--- src/rtl/layer1_feed_ctrl.sv ---
// layer1_feed_ctrl: streams a 28x28 frame from the image buffer into the 5x5 window generator and tags each window with its (row, col).
module layer1_feed_ctrl #(
   parameter int IMG_WIDTH     = 28,
   parameter int IMG_HEIGHT    = 28,
   parameter int KSIZE         = 5,
   parameter int DATA_WIDTH    = 8,
   parameter int ADDR_WIDTH    = 10,
   parameter int DRAIN_TIMEOUT = 16
) (
   input  logic                  clk,
   input  logic                  rst_n,
   input  logic                  start,
   input  logic                  abort,
   input  logic                  ds_ready,
   output logic                  mem_rd_en,
   output logic [ADDR_WIDTH-1:0] mem_addr,
   input  logic [DATA_WIDTH-1:0] mem_rdata,
   output logic                  pix_valid,
   output logic [DATA_WIDTH-1:0] pix_data,
   output logic                  wg_rst_n,
   input  logic                  win_valid_in,
   output logic [4:0]            win_row,
   output logic [4:0]            win_col,
   output logic                  win_first,
   output logic                  win_last,
   output logic                  busy,
   output logic                  done,
   output logic                  err_timeout
);
   localparam int DW = $clog2(DRAIN_TIMEOUT + 1);
   localparam logic [ADDR_WIDTH-1:0] NPIX = ADDR_WIDTH'(IMG_WIDTH * IMG_HEIGHT);
   localparam logic [ADDR_WIDTH-1:0] LAST_ADDR = ADDR_WIDTH'(IMG_WIDTH * IMG_HEIGHT - 1);
   localparam logic [ADDR_WIDTH-1:0] NWIN = ADDR_WIDTH'((IMG_HEIGHT - KSIZE + 1) * (IMG_WIDTH - KSIZE + 1));
   localparam logic [ADDR_WIDTH-1:0] LAST_WIN = ADDR_WIDTH'((IMG_HEIGHT - KSIZE + 1) * (IMG_WIDTH - KSIZE + 1) - 1);
   localparam logic [4:0] LAST_COL = 5'(IMG_WIDTH - KSIZE);
   localparam logic [DW-1:0] DLIM = DW'(DRAIN_TIMEOUT - 1);

   typedef enum logic [1:0] {IDLE, CLR, RUN, DRAIN} state_t;

   state_t                state;
   logic [ADDR_WIDTH-1:0] rd_addr;
   logic [ADDR_WIDTH-1:0] win_cnt;
   logic [ADDR_WIDTH-1:0] win_cnt_nxt;
   logic [DW-1:0]         drain_cnt;
   logic                  tag;
   logic                  fin;
   logic                  tmo;

   always_comb begin
      tag         = win_valid_in & (state == RUN || state == DRAIN);
      win_cnt_nxt = win_cnt + (tag ? ADDR_WIDTH'(1) : '0);
      mem_rd_en   = (state == RUN) & ds_ready & ~abort & (rd_addr < NPIX);
      mem_addr    = rd_addr;
      pix_data    = mem_rdata;
      busy        = state != IDLE;
      fin         = (state == DRAIN) & (win_cnt_nxt == NWIN);
      tmo         = (state == DRAIN) & (drain_cnt == DLIM);
      done        = (fin | tmo) & ~abort;
      win_first   = tag & (win_cnt == '0);
      win_last    = tag & (win_cnt == LAST_WIN);
   end

   // completion takes priority over timeout when both land on the same cycle
   always_ff @(posedge clk or negedge rst_n) begin
      if (!rst_n) begin
         state       <= IDLE;
         rd_addr     <= '0;
         win_cnt     <= '0;
         drain_cnt   <= '0;
         win_row     <= '0;
         win_col     <= '0;
         pix_valid   <= 1'b0;
         wg_rst_n    <= 1'b1;
         err_timeout <= 1'b0;
      end else if (abort) begin
         state     <= IDLE;
         rd_addr   <= '0;
         win_cnt   <= '0;
         drain_cnt <= '0;
         win_row   <= '0;
         win_col   <= '0;
         pix_valid <= 1'b0;
         wg_rst_n  <= 1'b1;
      end else begin
         pix_valid <= mem_rd_en;
         wg_rst_n  <= !(state == IDLE && start);
         if (tag) begin
            win_cnt <= win_cnt_nxt;
            win_col <= (win_col == LAST_COL) ? '0 : win_col + 5'd1;
            win_row <= (win_col == LAST_COL) ? win_row + 5'd1 : win_row;
         end
         case (state)
            IDLE: if (start) begin
               state       <= CLR;
               err_timeout <= 1'b0;
               rd_addr     <= '0;
               win_cnt     <= '0;
               drain_cnt   <= '0;
               win_row     <= '0;
               win_col     <= '0;
            end
            CLR: state <= RUN;
            RUN: if (mem_rd_en) begin
               rd_addr <= rd_addr + ADDR_WIDTH'(1);
               if (rd_addr == LAST_ADDR) state <= DRAIN;
            end
            DRAIN: begin
               drain_cnt <= drain_cnt + DW'(1);
               if (fin | tmo) begin
                  state       <= IDLE;
                  err_timeout <= tmo & ~fin;
               end
            end
         endcase
      end
   end
endmodule

--- config.mk ---
export PLATFORM = sky130hd
export DESIGN_NAME = layer1_feed_ctrl
export DESIGN_NICKNAME = d
export VERILOG_FILES = /design/src/rtl/layer1_feed_ctrl.sv
export SDC_FILE = /design/constraint.sdc
export NUM_CORES = 1
export LEC_CHECK = 0
export ABC_AREA = 1
export CORE_ASPECT_RATIO = 1.1
export CORE_MARGIN = 2
export CORE_UTILIZATION = 55
export DETAILED_ROUTE_END_ITERATION = 8
export GPL_TIMING_DRIVEN = 1
export HOLD_SLACK_MARGIN = 0.05
export PLACE_DENSITY = 0.85
export SLEW_MARGIN = 20
export SYNTH_ARGS = -nofsm -noshare
export SYNTH_HDL_FRONTEND = slang
export SYNTH_SLANG_ARGS = --single-unit
--- constraint.sdc ---
create_clock -name clk -period 5 [get_ports clk]
set_input_delay 0.75 -clock clk [delete_from_list [all_inputs] [get_ports clk]]
set_output_delay 0.75 -clock clk [all_outputs]
set_load 0.03 [all_outputs]
==> flow_summary.toml <==
[detailed_routing]
wl_um = 5101
antenna_left = 0
drtIter0Drc = 220
vias_per_cell = 5.463
drc = 0
num_vias = 2136
wire_per_inst_um = 13.05
drt_pass1_iterations = 5

[synth]
synth_edf_count = 0
yosys.area.top_type_share = 0.4012
post_synth.cell_area_avg_um2 = 7.872
yosys_warnings = 0
ys_top_cells_by_area = "dfrtp_1, nand2_1, inv_1"
ys_seq_elements = 40
yosysTopAreaCell = "dfrtp_1"
synth_area_um2 = 2432
syn_inst = 309
seq_area_frac_synth = 0.4120
ys_async_sr_fraction = 1.000
yosysUniqueCellTypes = 34
synth_top_flop_cell = "dfrtp_1"
synth_nets = 333

[clocking]
clockBufferDepth = 2
cts_tree = "yes"
htreeDepth = 2
cts_root_buffer = "clkbuf_8"
cts_resized = 0
clkTransAtPathRegs_ns = 0.08
clock_latency_ns = 0.29
holdBufCountCts = 0
cts_made_buffers = 5
postCtsSetupBuffers = 0
cts_sinks = 40

[worst_setup_path]
critPathBufInv = 3
crit_arrival_ns = 3.95
crit_fanout = 16
path_depth = 14
crit_path_start_kind = "register"
end_kind = "primary output"
criticalPathCategory = "register to primary output"
reg2reg_setup_slack_ns = 1.74
worstPathRequired_ns = 4.25
crit_path_max_incr_delay_ns = 0.69
crit_chain = "inv_1, ha_1, o21ai_2, inv_2, ha_1, ha_1, nor2_1, nand3_1, nor2_1, nand2_1, nor2_1, nand3_2, a21boi_0, clkdlybuf4s50_1"
r2r_cells = 16
crit_family = "buffers and inverters"
cp_slowest_cell = "clkdlybuf4s50_1"

[sta]
fin_ws_ns = 0.2951
final_hold_viol_count = 0
slew-limit-headroom = 0.4114
finalSetupViolCount = 0
min_period_ns = 4.705
tns_ns = 0
worst_clock_skew_ns = 0.006579
fmax_mhz = 212.5
tightest_slew_ns = 0.8829
maxSlewViolCount = 0
fin_crit_sh = 0.9410
rsz0062_at_grt = "no"

[pwr]
power_density_nw_per_um2 = 339.5
ir_drop_uv = 256.0
p_leak_nw = 1.290

[floorplanning]
dieArea_um2 = 4971
rows = 25
core_area_um2 = 4285
io_pins = 50
die_width_um = 67.41
start_util = 0.5676
die_h_um = 73.75

[grt]
grt-ovfl-total = 0
antenna_found_initial = 0
grt_pass1_vias = 1972
grt_max_degree = 41
grt_use_total = 0.2245
grt_pass1_wl_um = 8569

[finish]
fin_area_um2 = 2831
drive_gt1_frac = 0.09199
area_growth_pct = 16.41
diodes = 0
finalNonFillerCells = 391
nNetsFinal = 360

[run]
drv_cap = 0

[placement]
hpwl_um = 3738
gp_congestion = 0.8992
dpl_cell_area_um2 = 2744
pre_cts_ws_ns = 0.5299
port_buffers = 33
place_inst = 383

[status]
outcome = "finished, final reports clean"

[hold_path]
hold_path.class = "register to register"
min_path_cells = 1
## registers in the layout, indices dropped and copies added, names as in the netlist
register / cells
err_timeout: 1
win_cnt: 10
state: 2
win_col: 5
drain_cnt: 5
wg_rst_n: 1
win_row: 5
mem_addr: 10
pix_valid: 1
## logic make-up after synthesis
family / Yosys count / share of synthesized area
AOI/OAI and AO/OA: 50 / 0.1116
xor gates and xnor gates: 9 / 0.03241
adders and majority gates: 10 / 0.05144
buffers and inverters: 58 / 0.1029
DFF: 40 / 0.4120
and+or+nand+nor: 142 / 0.2896
## synthesized netlist by cell type (2+ instances only)
master / number
o21ai_1: 2
o211ai_1: 2
nand3b_1: 2
nand3_2: 4
ha_1: 10
a21oi_1: 18
buf_4: 8
a211oi_1: 2
nor2_2: 4
inv_1: 42
buf_2: 2
nor3b_1: 2
nand4_1: 11
nor2_4: 4
nand3_1: 19
nor3_1: 12
clkbuf_1: 3
nand2_1: 47
xor2_1: 8
nand2_2: 4
nor4_1: 2
o21ai_0: 21
dfrtp_1: 39
nor2_1: 29
inv_2: 3
## report_power, final
| part | switching [mW] | internal, mW |
|---|---|---|
| logic | 0.233 | 0.118 |
| registers | 0.0410 | 0.356 |
| clock network | 0.116 | 0.0973 |
| total | 0.390 | 0.571 |
## cell usage in the layout, fill, tap and decap left out, types with 5 or more instances in the layout
master           synthesis  routed
a21oi_1                 18      18
clkbuf_8                 0       5
clkdlybuf4s50_1          0      32
dfrtp_1                 39      39
ha_1                    10      10
inv_1                   42      42
nand2_1                 47      47
nand3_1                 19      19
nand4_1                 11      11
nor2_1                  29      29
nor3_1                  12      12
o21ai_0                 21      21
xor2_1                   8       8
## area by class of cell
cell class / count / area, um2
repair buffers: 33 / 325.3
clock inverters: 3 / 18.77
inverters: 45 / 168.9
clock buffers: 5 / 68.82
well taps: 54 / 67.56
flip-flops and latches: 40 / 1002
multi-input cells: 211 / 1180
fillers: 361 / 1454
## final timing paths
check                                         start                  endpoint
setup / recovery               state[0]$_DFFE_PN0P_                      done
hold / removal             drain_cnt[0]$_DFFE_PN0P_  drain_cnt[0]$_DFFE_PN0P_
min in group asynchronous                     rst_n      win_cnt[9]$_DFF_PN0_
setup reg to reg               state[0]$_DFFE_PN0P_      state[1]$_DFFE_PN0P_
max in group asynchronous                     rst_n   mem_addr[5]$_DFFE_PN0P_
hold reg to reg            drain_cnt[0]$_DFFE_PN0P_  drain_cnt[0]$_DFFE_PN0P_
## routing by layer
metal  global-route usage  routed length, um
met4              0.07256                 45
met2               0.3729               2463
met3              0.04441                309
met1               0.2929               2283
met5                    0                  0
## stage by stage
step	utilization	hold WS [ns]	total power [mW]
3_3_place_gp	0.6403	0.4891	0.7387
5_1_grt	0.6607	0.5600	1.026
4_1_cts	0.6607	0.5137	0.9642
3_5_place_dp	0.6403	0.5026	0.7493
2_1_floorplan	-	0.4544	0.6653
6_report	0.6607	0.5146	0.9614
Note: power is estimated with default switching activity, not from simulation.
